===== config.mk =====
export PLATFORM = sky130hd
export DESIGN_NAME = irq_collect_flat
export DESIGN_NICKNAME = d
export VERILOG_FILES = /design/src/rtl/irq_collect_if.sv /design/src/rtl/irq_collect.sv /design/src/flat_wrapper.sv
export SDC_FILE = /design/constraint.sdc
export NUM_CORES = 1
export LEC_CHECK = 0
export CELL_PAD_IN_SITES_DETAIL_PLACEMENT = 1
export CELL_PAD_IN_SITES_GLOBAL_PLACEMENT = 1
export CORE_ASPECT_RATIO = 0.9
export CORE_MARGIN = 8
export CORE_UTILIZATION = 29
export CTS_CLUSTER_DIAMETER = 40
export DETAILED_ROUTE_END_ITERATION = 10
export PLACE_DENSITY = 0.89
export SYNTH_ARGS = -nofsm -noshare
export SYNTH_HDL_FRONTEND = slang
export SYNTH_SLANG_ARGS = --single-unit

===== constraint.sdc =====
create_clock -name clk100 -period 1.45 [get_ports clk100]
set_input_delay 0.145 -clock clk100 [delete_from_list [all_inputs] [get_ports clk100]]
set_output_delay 0.145 -clock clk100 [all_outputs]
set_load 0.02 [all_outputs]

===== src/rtl/irq_collect_if.sv =====
// ============================================================================
// Module   : irq_collect_if
// Purpose  : Register access bus between the PS register shim and irq_collect.
// Revision : 1.0 - initial release
// ============================================================================
`default_nettype none

interface irq_collect_if;
    logic        wren_i;
    logic        rden_i;
    logic [1:0]  addr_i;
    logic [31:0] wdata_i;
    logic [31:0] rdata_o;

    modport master (
        output wren_i,
        output rden_i,
        output addr_i,
        output wdata_i,
        input  rdata_o
    );

    modport slave (
        input  wren_i,
        input  rden_i,
        input  addr_i,
        input  wdata_i,
        output rdata_o
    );
endinterface

`default_nettype wire


===== src/rtl/irq_collect.sv =====
// ============================================================================
// Module   : irq_collect
// Purpose  : Latches PL interrupt sources as pending, masks them, and drives a
//            stretched irq line to the GIC. Optional macro IRQ_COLLECT_CNT_EN
//            adds a rising-edge counter on register 3.
// Revision : 1.0 - initial release
// ============================================================================
`default_nettype none

module irq_collect #(
    parameter int NSRC   = 4,
    parameter int MIN_HI = 4,
    parameter int MIN_LO = 2
) (
    input  wire logic            clk100,
    input  wire logic            rst_n,
    input  wire logic [NSRC-1:0] src_i,
    output logic      [NSRC-1:0] src_clr_o,
    output logic                 irq_o,
    irq_collect_if.slave         bus
);

    localparam int TMAX = (MIN_HI > MIN_LO) ? MIN_HI : MIN_LO;
    localparam int TW   = $clog2(TMAX + 1);

    localparam logic [TW-1:0] c_HI_LOAD = TW'(MIN_HI - 1);
    localparam logic [TW-1:0] c_LO_LOAD = TW'(MIN_LO - 1);

    localparam logic [1:0] c_IDLE   = 2'd0;
    localparam logic [1:0] c_ASSERT = 2'd1;
    localparam logic [1:0] c_HOLD   = 2'd2;
    localparam logic [1:0] c_GAP    = 2'd3;

    logic [NSRC-1:0] src_q, pend_q, pend_d, en_q, en_d, mode_q, mode_d, clr_q;
    logic [NSRC-1:0] w_set, w_w1c;
    logic [1:0]      state_q, state_d;
    logic [TW-1:0]   tmr_q, tmr_d;
    logic            irq_q, irq_d;
    logic [31:0]     rdata_q, rdata_d, w_rd_val;
    logic            w_req, w_wr_status, w_wr_enable, w_wr_mode;
    logic            w_unused_wdata;

    assign w_wr_status    = bus.wren_i && (bus.addr_i == 2'd0);
    assign w_wr_enable    = bus.wren_i && (bus.addr_i == 2'd1);
    assign w_wr_mode      = bus.wren_i && (bus.addr_i == 2'd2);
    assign w_unused_wdata = ^bus.wdata_i;

    always_comb begin
        w_set  = (mode_q & src_i & ~src_q) | (~mode_q & src_i);
        w_w1c  = w_wr_status ? bus.wdata_i[NSRC-1:0] : '0;
        // Set is ORed in after the clear so a simultaneous event is never lost
        pend_d = (pend_q & ~w_w1c) | w_set;
        en_d   = w_wr_enable ? bus.wdata_i[NSRC-1:0] : en_q;
        mode_d = w_wr_mode   ? bus.wdata_i[NSRC-1:0] : mode_q;
        w_req  = |(pend_q & en_q);
    end

    always_comb begin
        state_d = state_q;
        tmr_d   = tmr_q;
        case (state_q)
            c_IDLE: begin
                if (w_req) begin
                    state_d = c_ASSERT;
                    tmr_d   = c_HI_LOAD;
                end
            end
            c_ASSERT: begin
                if (tmr_q == '0) begin
                    if (w_req) begin
                        state_d = c_HOLD;
                    end else begin
                        state_d = c_GAP;
                        tmr_d   = c_LO_LOAD;
                    end
                end else begin
                    tmr_d = tmr_q - 1'b1;
                end
            end
            c_HOLD: begin
                if (!w_req) begin
                    state_d = c_GAP;
                    tmr_d   = c_LO_LOAD;
                end
            end
            c_GAP: begin
                if (tmr_q == '0) begin
                    if (w_req) begin
                        state_d = c_ASSERT;
                        tmr_d   = c_HI_LOAD;
                    end else begin
                        state_d = c_IDLE;
                    end
                end else begin
                    tmr_d = tmr_q - 1'b1;
                end
            end
            default: state_d = c_IDLE;
        endcase
        irq_d = (state_d == c_ASSERT) || (state_d == c_HOLD);
    end

`ifdef IRQ_COLLECT_CNT_EN
    logic [31:0] cnt_q, cnt_d;
    logic        w_wr_count;

    assign w_wr_count = bus.wren_i && (bus.addr_i == 2'd3);

    always_comb begin
        cnt_d = cnt_q;
        if (w_wr_count) begin
            cnt_d = '0;
        end else if (irq_d && !irq_q) begin
            cnt_d = cnt_q + 32'd1;
        end
    end

    always_ff @(posedge clk100 or negedge rst_n) begin
        if (!rst_n) begin
            cnt_q <= '0;
        end else begin
            cnt_q <= cnt_d;
        end
    end
`endif

    always_comb begin
        w_rd_val = '0;
        case (bus.addr_i)
            2'd0: w_rd_val[NSRC-1:0] = pend_q;
            2'd1: w_rd_val[NSRC-1:0] = en_q;
            2'd2: w_rd_val[NSRC-1:0] = mode_q;
`ifdef IRQ_COLLECT_CNT_EN
            2'd3: w_rd_val = cnt_q;
`else
            2'd3: w_rd_val = '0;
`endif
            default: w_rd_val = '0;
        endcase
        rdata_d = bus.rden_i ? w_rd_val : rdata_q;
    end

    always_ff @(posedge clk100 or negedge rst_n) begin
        if (!rst_n) begin
            src_q   <= '0;
            pend_q  <= '0;
            en_q    <= '0;
            mode_q  <= '0;
            clr_q   <= '0;
            state_q <= c_IDLE;
            tmr_q   <= '0;
            irq_q   <= 1'b0;
            rdata_q <= '0;
        end else begin
            src_q   <= src_i;
            pend_q  <= pend_d;
            en_q    <= en_d;
            mode_q  <= mode_d;
            clr_q   <= w_w1c;
            state_q <= state_d;
            tmr_q   <= tmr_d;
            irq_q   <= irq_d;
            rdata_q <= rdata_d;
        end
    end

    assign src_clr_o   = clr_q;
    assign irq_o       = irq_q;
    assign bus.rdata_o = rdata_q;

endmodule

`default_nettype wire


===== src/flat_wrapper.sv =====
// flat-port wrapper written by rule: the top's interface ports become plain ports
module irq_collect_flat 
#(
    parameter int NSRC   = 4,
    parameter int MIN_HI = 4,
    parameter int MIN_LO = 2
)
  (clk100, rst_n, src_i, src_clr_o, irq_o, bus_wren_i, bus_rden_i, bus_addr_i, bus_wdata_i, bus_rdata_o);
  irq_collect_if bus_i ();
  input  wire logic clk100;
  input  wire logic rst_n;
  input  wire logic [NSRC-1:0] src_i;
  output logic      [NSRC-1:0] src_clr_o;
  output logic irq_o;
  input wire logic [$bits(bus_i.wren_i)-1:0] bus_wren_i;
  input wire logic [$bits(bus_i.rden_i)-1:0] bus_rden_i;
  input wire logic [$bits(bus_i.addr_i)-1:0] bus_addr_i;
  input wire logic [$bits(bus_i.wdata_i)-1:0] bus_wdata_i;
  output wire logic [$bits(bus_i.rdata_o)-1:0] bus_rdata_o;
  assign bus_i.wren_i = bus_wren_i;
  assign bus_i.rden_i = bus_rden_i;
  assign bus_i.addr_i = bus_addr_i;
  assign bus_i.wdata_i = bus_wdata_i;
  assign bus_rdata_o = bus_i.rdata_o;
  irq_collect #(.NSRC(NSRC), .MIN_HI(MIN_HI), .MIN_LO(MIN_LO)) u_core (.clk100(clk100), .rst_n(rst_n), .src_i(src_i), .src_clr_o(src_clr_o), .irq_o(irq_o), .bus(bus_i));
endmodule

==> run metrics, run 1 <==
Adder-Cell Fraction of Synth Area=0.0163; leak pwr=0.000908 uW; final setup vio count=0; global placer's final weighted congestion=0.748; Layout Skew=0.00763 ns; Ys Warns=0; DR iter-0 viols=31; clock power share=0.248; most frequent cells in the layout=dfrtp_1 (30), conb_1 (28), clkdlybuf4s50_1 (22); die height=85.1 um; row cnt=25; Die Area=7900 um^2; Synth cell types=28; vias in the first global route=1,159; # fillers=613; Finished Core Util=0.373; Clock transition at path regs=0.06 ns; first-pass GRT wire length=5.77 mm; RR Startpoint=u_core.en_q[1]$_DFFE_PN0P_; area of the core=5190 um^2; antenna-violating nets left=0; Post-Synthesis Cells=146; Mean Syn Cell Area=10.5 um^2; via count=1,068; Die X=92.8 um; most common cell after layout, fill and taps aside=dfrtp_1; final setup TNS=0 ns; total power=2800 uW; CTS tree=built; via-per-instance ratio=4.24; min Tclk post-route=1.40 ns; number of synthesized register bits=30; Seq/Total Area, Yosys=0.488; post-synthesis share of cell area spent on xor and xnor gates=0.00569; multiplexer area fraction after synthesis=0.113; Comb power frac=0.344; Switching Fraction=0.332; final hold vios=0; asr flop ratio synth=1.00; number of synthesized flops with an enable pin=0; cell area after synthesis=1540 um^2; max-capacitance violation count=0; # DRC=0; Max Freq=0.713 GHz; R2R cell count=4; gr usage total=0.0954; H-tree levels=2; fraction of the mapped netlist area in simple logic gates=0.117; share of layout cells above drive strength 1=0.222; sequential power share=0.407; status=completed; Initial Util=0.296; Worst R2R End=u_core.state_q[0]$_DFF_PN0_; clock net sink count=30; Worst R2R Setup Slack=0.05 ns; clock buffer depth=2; pin count of the biggest net entering global routing=31; antenna diode instance count=0; area grow syn2layout=25.8%; Synth Area in Compound Gates=0.0976; peak supply drop=0.000538 V; CTS Buf Count=5; drt first pass iters=4; PwrDens=1450 nW/um^2; Post-Route WL=3.59 mm; post-DR wirelength/cell=14.3 um; largest fanout on the critical path=4; NetSw=928 uW; Critical Path AT=1.57 ns; P_int=1870 uW; hold crit path type=in2async; crit path launch type=flop; largest family of logic cells by synthesized area=buffers and inverters; clk_lat worst skew=0.29 ns; grt ovf=0; # nets final=228; initial antenna violation count=0; period utilization=0.968; crit end category=flop; Worst Path Required=1.62 ns; Crit Path Class=reg2reg; ys flop type=dfrtp_1; Post-DP HPWL=2.77 mm; port bufs=22; Root Buffer Master=clkbuf_8; # IOs=79; Final Max Tran Viols=0
-- worst max-delay path by stage --
stage / startpoint / to / slack (ns) / cells past startpoint
after global routing: u_core.en_q[1]$_DFFE_PN0P_ / u_core.state_q[0]$_DFF_PN0_ / -0.009 / 4
after floorplan: u_core.tmr_q[0]$_DFF_PN0_ / u_core.tmr_q[0]$_DFF_PN0_ / 0.14 / 6
after detailed placement: bus_addr_i[1] / u_core.bus.rdata_o[2]$_DFFE_PN0P_ / -0.13 / 6
after CTS: u_core.tmr_q[0]$_DFF_PN0_ / u_core.tmr_q[0]$_DFF_PN0_ / 0.002 / 6
after global placement: bus_addr_i[1] / u_core.mode_q[3]$_DFFE_PN0P_ / -0.06 / 4
final: u_core.en_q[1]$_DFFE_PN0P_ / u_core.state_q[0]$_DFF_PN0_ / 0.05 / 4
-- state kept, by name (all words and copies together) (netlist names) --
register,count
u_core.en_q,4
u_core.src_clr_o,4
u_core.state_q,2
u_core.pend_q,4
u_core.bus.rdata_o,4
u_core.src_q,4
u_core.tmr_q,3
u_core.irq_o,1
u_core.mode_q,4
-- layout make-up --
type,count,area [um^2],share of cell area
Tap cell,67,83.8,0.0433
Timing Repair Buffer,35,318,0.164
Clock buffer,7,86.3,0.0446
Sequential cell,30,751,0.388
Inverter,6,22.5,0.0116
Clock inverter,1,5.00,0.00259
Multi-Input combinational cell,106,669,0.346
-- critical path, cell delays in order (launching register included) --
cell and delay [ns]:
dfrtp_1 0.42, a22oi_4 0.24, a21boi_1 0.12, nor2_2 0.16, mux2_1 0.34
-- per-layer routing --
| layer | part of all wire | track usage | vias to the layer above |
|---|---|---|---|
| met2 | 0.50 | 0.161 | 33 |
| met5 | 0 | 0 | - |
| met3 | 0.076 | 0.0388 | 7 |
| met4 | 0.028 | 0.0570 | 0 |
| li1 | - | - | 505 |
| met1 | 0.39 | 0.0971 | 523 |
-- Yosys cell counts (2+ instances only) --
| library cell | count | area (um^2) |
|---|---|---|
| dfrtp_1 | 30 | 751 |
| buf_4 | 28 | 210 |
| nand2_1 | 12 | 45.0 |
| nor2_1 | 12 | 45.0 |
| a21oi_1 | 11 | 55.1 |
| mux2_2 | 9 | 101 |
| inv_1 | 6 | 22.5 |
| o21ai_0 | 6 | 30.0 |
| and2_1 | 5 | 31.3 |
| mux2i_1 | 5 | 50.1 |
| a22oi_4 | 2 | 42.5 |
| ha_1 | 2 | 25.0 |
| mux2_1 | 2 | 22.5 |
| nand3b_1 | 2 | 15.0 |
-- power groups by stage --
stage	Combinational, uW	Clock, uW	Sequential, uW
after floorplan	607	0	1140
after global placement	795	0	1130
after detailed placement	838	0	1150
after CTS	865	720	1130
after global routing	1060	760	1160
final	964	695	1140
-- kinds of logic (layout without fill, tap and decap cells) --
group,after synthesis,after routing
simple gates,37,37
xor+xnor,1,1
fa+ha+maj,2,2
other cells,1,28
mux,16,16
compound gates,22,22
buf+inv,37,49
flops,30,30
-- per-stage QoR --
step                cell area [um^2]  hold slack, ns  std cells  setup WS (ns)
finish                          1940           0.248        252         0.0465
CTS                             1900           0.250        251        0.00201
detailed placement              1800           0.514        242         -0.126
global placement                1800           0.501        242        -0.0567
floorplan                       1640          -0.151        173          0.143
global route                    1940           0.274        252       -0.00912
-- timing repair --
action	in CTS	in global routing
pin swaps	0	4
cloned	0	0
setup buffers	1	1
hold buffers	0	0
endpoints found under the setup margin	2	4
resized for setup	1	8
No activity file was read; power rests on OpenSTA's default activity.
==> run 2: changes to the inputs <==
--- a/config.mk
+++ b/config.mk
@@ -12,7 +12,7 @@
 export CORE_UTILIZATION = 29
 export CTS_CLUSTER_DIAMETER = 40
 export DETAILED_ROUTE_END_ITERATION = 10
-export PLACE_DENSITY = 0.89
+export PLACE_DENSITY_LB_ADDON = 0.05
 export SYNTH_ARGS = -nofsm -noshare
 export SYNTH_HDL_FRONTEND = slang
 export SYNTH_SLANG_ARGS = --single-unit
==> run 2 against run 1 <==
  * Design area shrank 0.13%
  * Via count shrank 0.56%
  * Global-route usage shrank 0.38 points
  * Register-to-register slack is essentially flat
  * Setup slack lost 0.0047 ns
  * Clock-buffer cell count is the same
  * Clock skew shrank 0.0030 ns
  * Largest cell class unchanged
==> run metrics, run 2 (same netlist as run 1, synthesis figures left out) <==
Critical Path AT=1.56 ns (about the same); most frequent cells in the layout=dfrtp_1 (29), conb_1 (28), clkdlybuf4s50_1 (22); die height=85.1 um (unchanged); Max Freq=0.710 GHz (-0.33%); Worst path depth=4 (unchanged); RR Startpoint=u_core.pend_q[1]$_DFF_PN0_; grt ovf=0 (unchanged); via-per-instance ratio=4.18 (-1.3%); status=completed; via count=1,062 (-0.56%); period utilization=0.971 (+0.00323); worst setup margin=0.0419 ns (-0.00468 ns); Clock transition at path regs=0.06 ns (about the same); # IOs=79 (unchanged); # nets final=231 (+1.3%); share of layout cells above drive strength 1=0.209 (-0.0131); DR iter-0 viols=35 (+13%); Crit Path Class=reg2reg; sequential power share=0.420 (+0.013); hold crit path type=in2async; Die X=92.8 um (unchanged); Slowest-stage cell, CP=dfrtp_2; CTS tree=built; peak supply drop=0.000520 V (-3.4%); post-DR wirelength/cell=13.5 um (-5.6%); largest fanout on the critical path=4 (unchanged); H-tree levels=2 (unchanged); gr usage total=0.0916 (-0.00382); Initial Util=0.296 (unchanged); final hold vios=0 (unchanged); clock buffer depth=2 (unchanged); Layout Skew=0.00465 ns (-0.00298 ns); Worst R2R Setup Slack=0.04 ns (about the same); first-pass GRT wire length=5.64 mm (-2.3%); crit path launch type=flop; NetSw=883 uW (-4.9%); Final Max Tran Viols=0 (unchanged); Post-DP HPWL=2.63 mm (-4.9%); final setup vio count=0 (unchanged); CTS Buf Count=5 (unchanged); drt first pass iters=4 (unchanged); Worst Path Required=1.60 ns (-0.02 ns); area of the core=5190 um^2 (unchanged); RSZ-0062 raised after global routing=yes; Comb power frac=0.348 (+0.004); hold_buf cts=0 (unchanged); max-capacitance violation count=0 (unchanged); clock net sink count=30 (unchanged); global placer's final weighted congestion=0.713 (-4.8%); row cnt=25 (unchanged); P_int=1800 uW (-3.7%); # DRC=0 (unchanged); # fillers=612 (-0.16%); Critical path buffers and inverters=0 (unchanged); R2R cell count=4 (unchanged); CP cell instances=a22oi_4, and3b_1, nor2_2, mux2_1; clock power share=0.232 (-0.016); Placement Setup Slack=-0.0987 ns (+0.0275 ns); port bufs=22 (unchanged); Root Buffer Master=clkbuf_8; Switching Fraction=0.329 (-0.00275); slowest stage delay, CP=0.44 ns (+0.02 ns); leak pwr=0.000908 uW (about the same); clk_lat worst skew=0.27 ns (-0.02 ns); vias in the first global route=1,165 (+0.52%); Post-Route WL=3.42 mm (-4.9%); antenna diode instance count=0 (unchanged); Final Cell Area=1930 um^2 (-0.13%); area grow syn2layout=25.6%; PwrDens=1390 nW/um^2 (-4.0%); Cell Area, Placed=1810 um^2 (+0.42%); initial antenna violation count=0 (unchanged); pin count of the biggest net entering global routing=31 (unchanged); min Tclk post-route=1.41 ns (+0.00468 ns); cell family with most CP delay=flip-flops; crit end category=flop; crit path launch=u_core.pend_q[1]$_DFF_PN0_; antenna-violating nets left=0 (unchanged); most common cell after layout, fill and taps aside=dfrtp_1; Die Area=7900 um^2 (unchanged)
run 2: cell types whose count changed in the layout (fill, tap and decap cells not counted), sizes merged:
cell    previous run  this run
buf               13        16
clkinv             1         0
run 2: worst register-to-register path, cell delays in order (launching register included):
cell and delay [ns]:
dfrtp_2 0.44, a22oi_4 0.23, and3b_1 0.23, nor2_2 0.07, mux2_1 0.32
run 2: power by group through the flow:
| stage | logic [uW] | clock network [uW] | registers [uW] |
|---|---|---|---|
| 2_1_floorplan | 607 | 0 | 1140 |
| 3_3_place_gp | 804 | 0 | 1130 |
| 3_5_place_dp | 822 | 0 | 1140 |
| 4_1_cts | 856 | 643 | 1130 |
| 5_1_grt | 1050 | 679 | 1160 |
| 6_report | 933 | 622 | 1130 |
run 2: repair_timing:
action | 4_1_cts | 5_1_grt
resized for setup | 0 | 6
hold endpoints to repair | 0 | 0
pin swaps | 0 | 3
setup buffers | 2 | 2
setup endpoints to repair | 1 | 4
run 2: per-stage QoR:
step	power [uW]	instances	TNS, ns	hold slack (ns)	utilization
final	2680	254	0	0.254	0.372
after global routing	2890	254	-0.0109	0.294	0.372
after CTS	2620	252	0	0.273	0.366
after detailed placement	1960	243	-0.843	0.514	0.349
after global placement	1940	243	-0.505	0.504	0.349
after floorplan	1750	173	0	-0.151	-
run 2: layout make-up:
type	instances	area (um^2)	share of cell area
Timing Repair Buffer	38	340	0.176
Sequential cell	30	752	0.389
Multi-Input combinational cell	106	658	0.340
Inverter	6	22.5	0.0117
Clock buffer	7	76.3	0.0395
Tap cell	67	83.8	0.0434
run 2: path summary, 6_finish.rpt:
kind,end
min reg2reg,u_core.bus.rdata_o[1]$_DFFE_PN0P_
max,u_core.state_q[0]$_DFF_PN0_
min,u_core.src_clr_o[0]$_DFF_PN0_
min in group clk100,u_core.src_q[2]$_DFF_PN0_
max reg2reg,u_core.state_q[0]$_DFF_PN0_
max in group asynchronous,u_core.pend_q[1]$_DFF_PN0_
run 2: layer usage:
metal,vias up,track usage,part of all wire
met2,49,0.121,0.40
met3,5,0.0273,0.081
met1,498,0.127,0.50
met5,-,0,0
met4,0,0.0526,0.018
li1,510,-,-
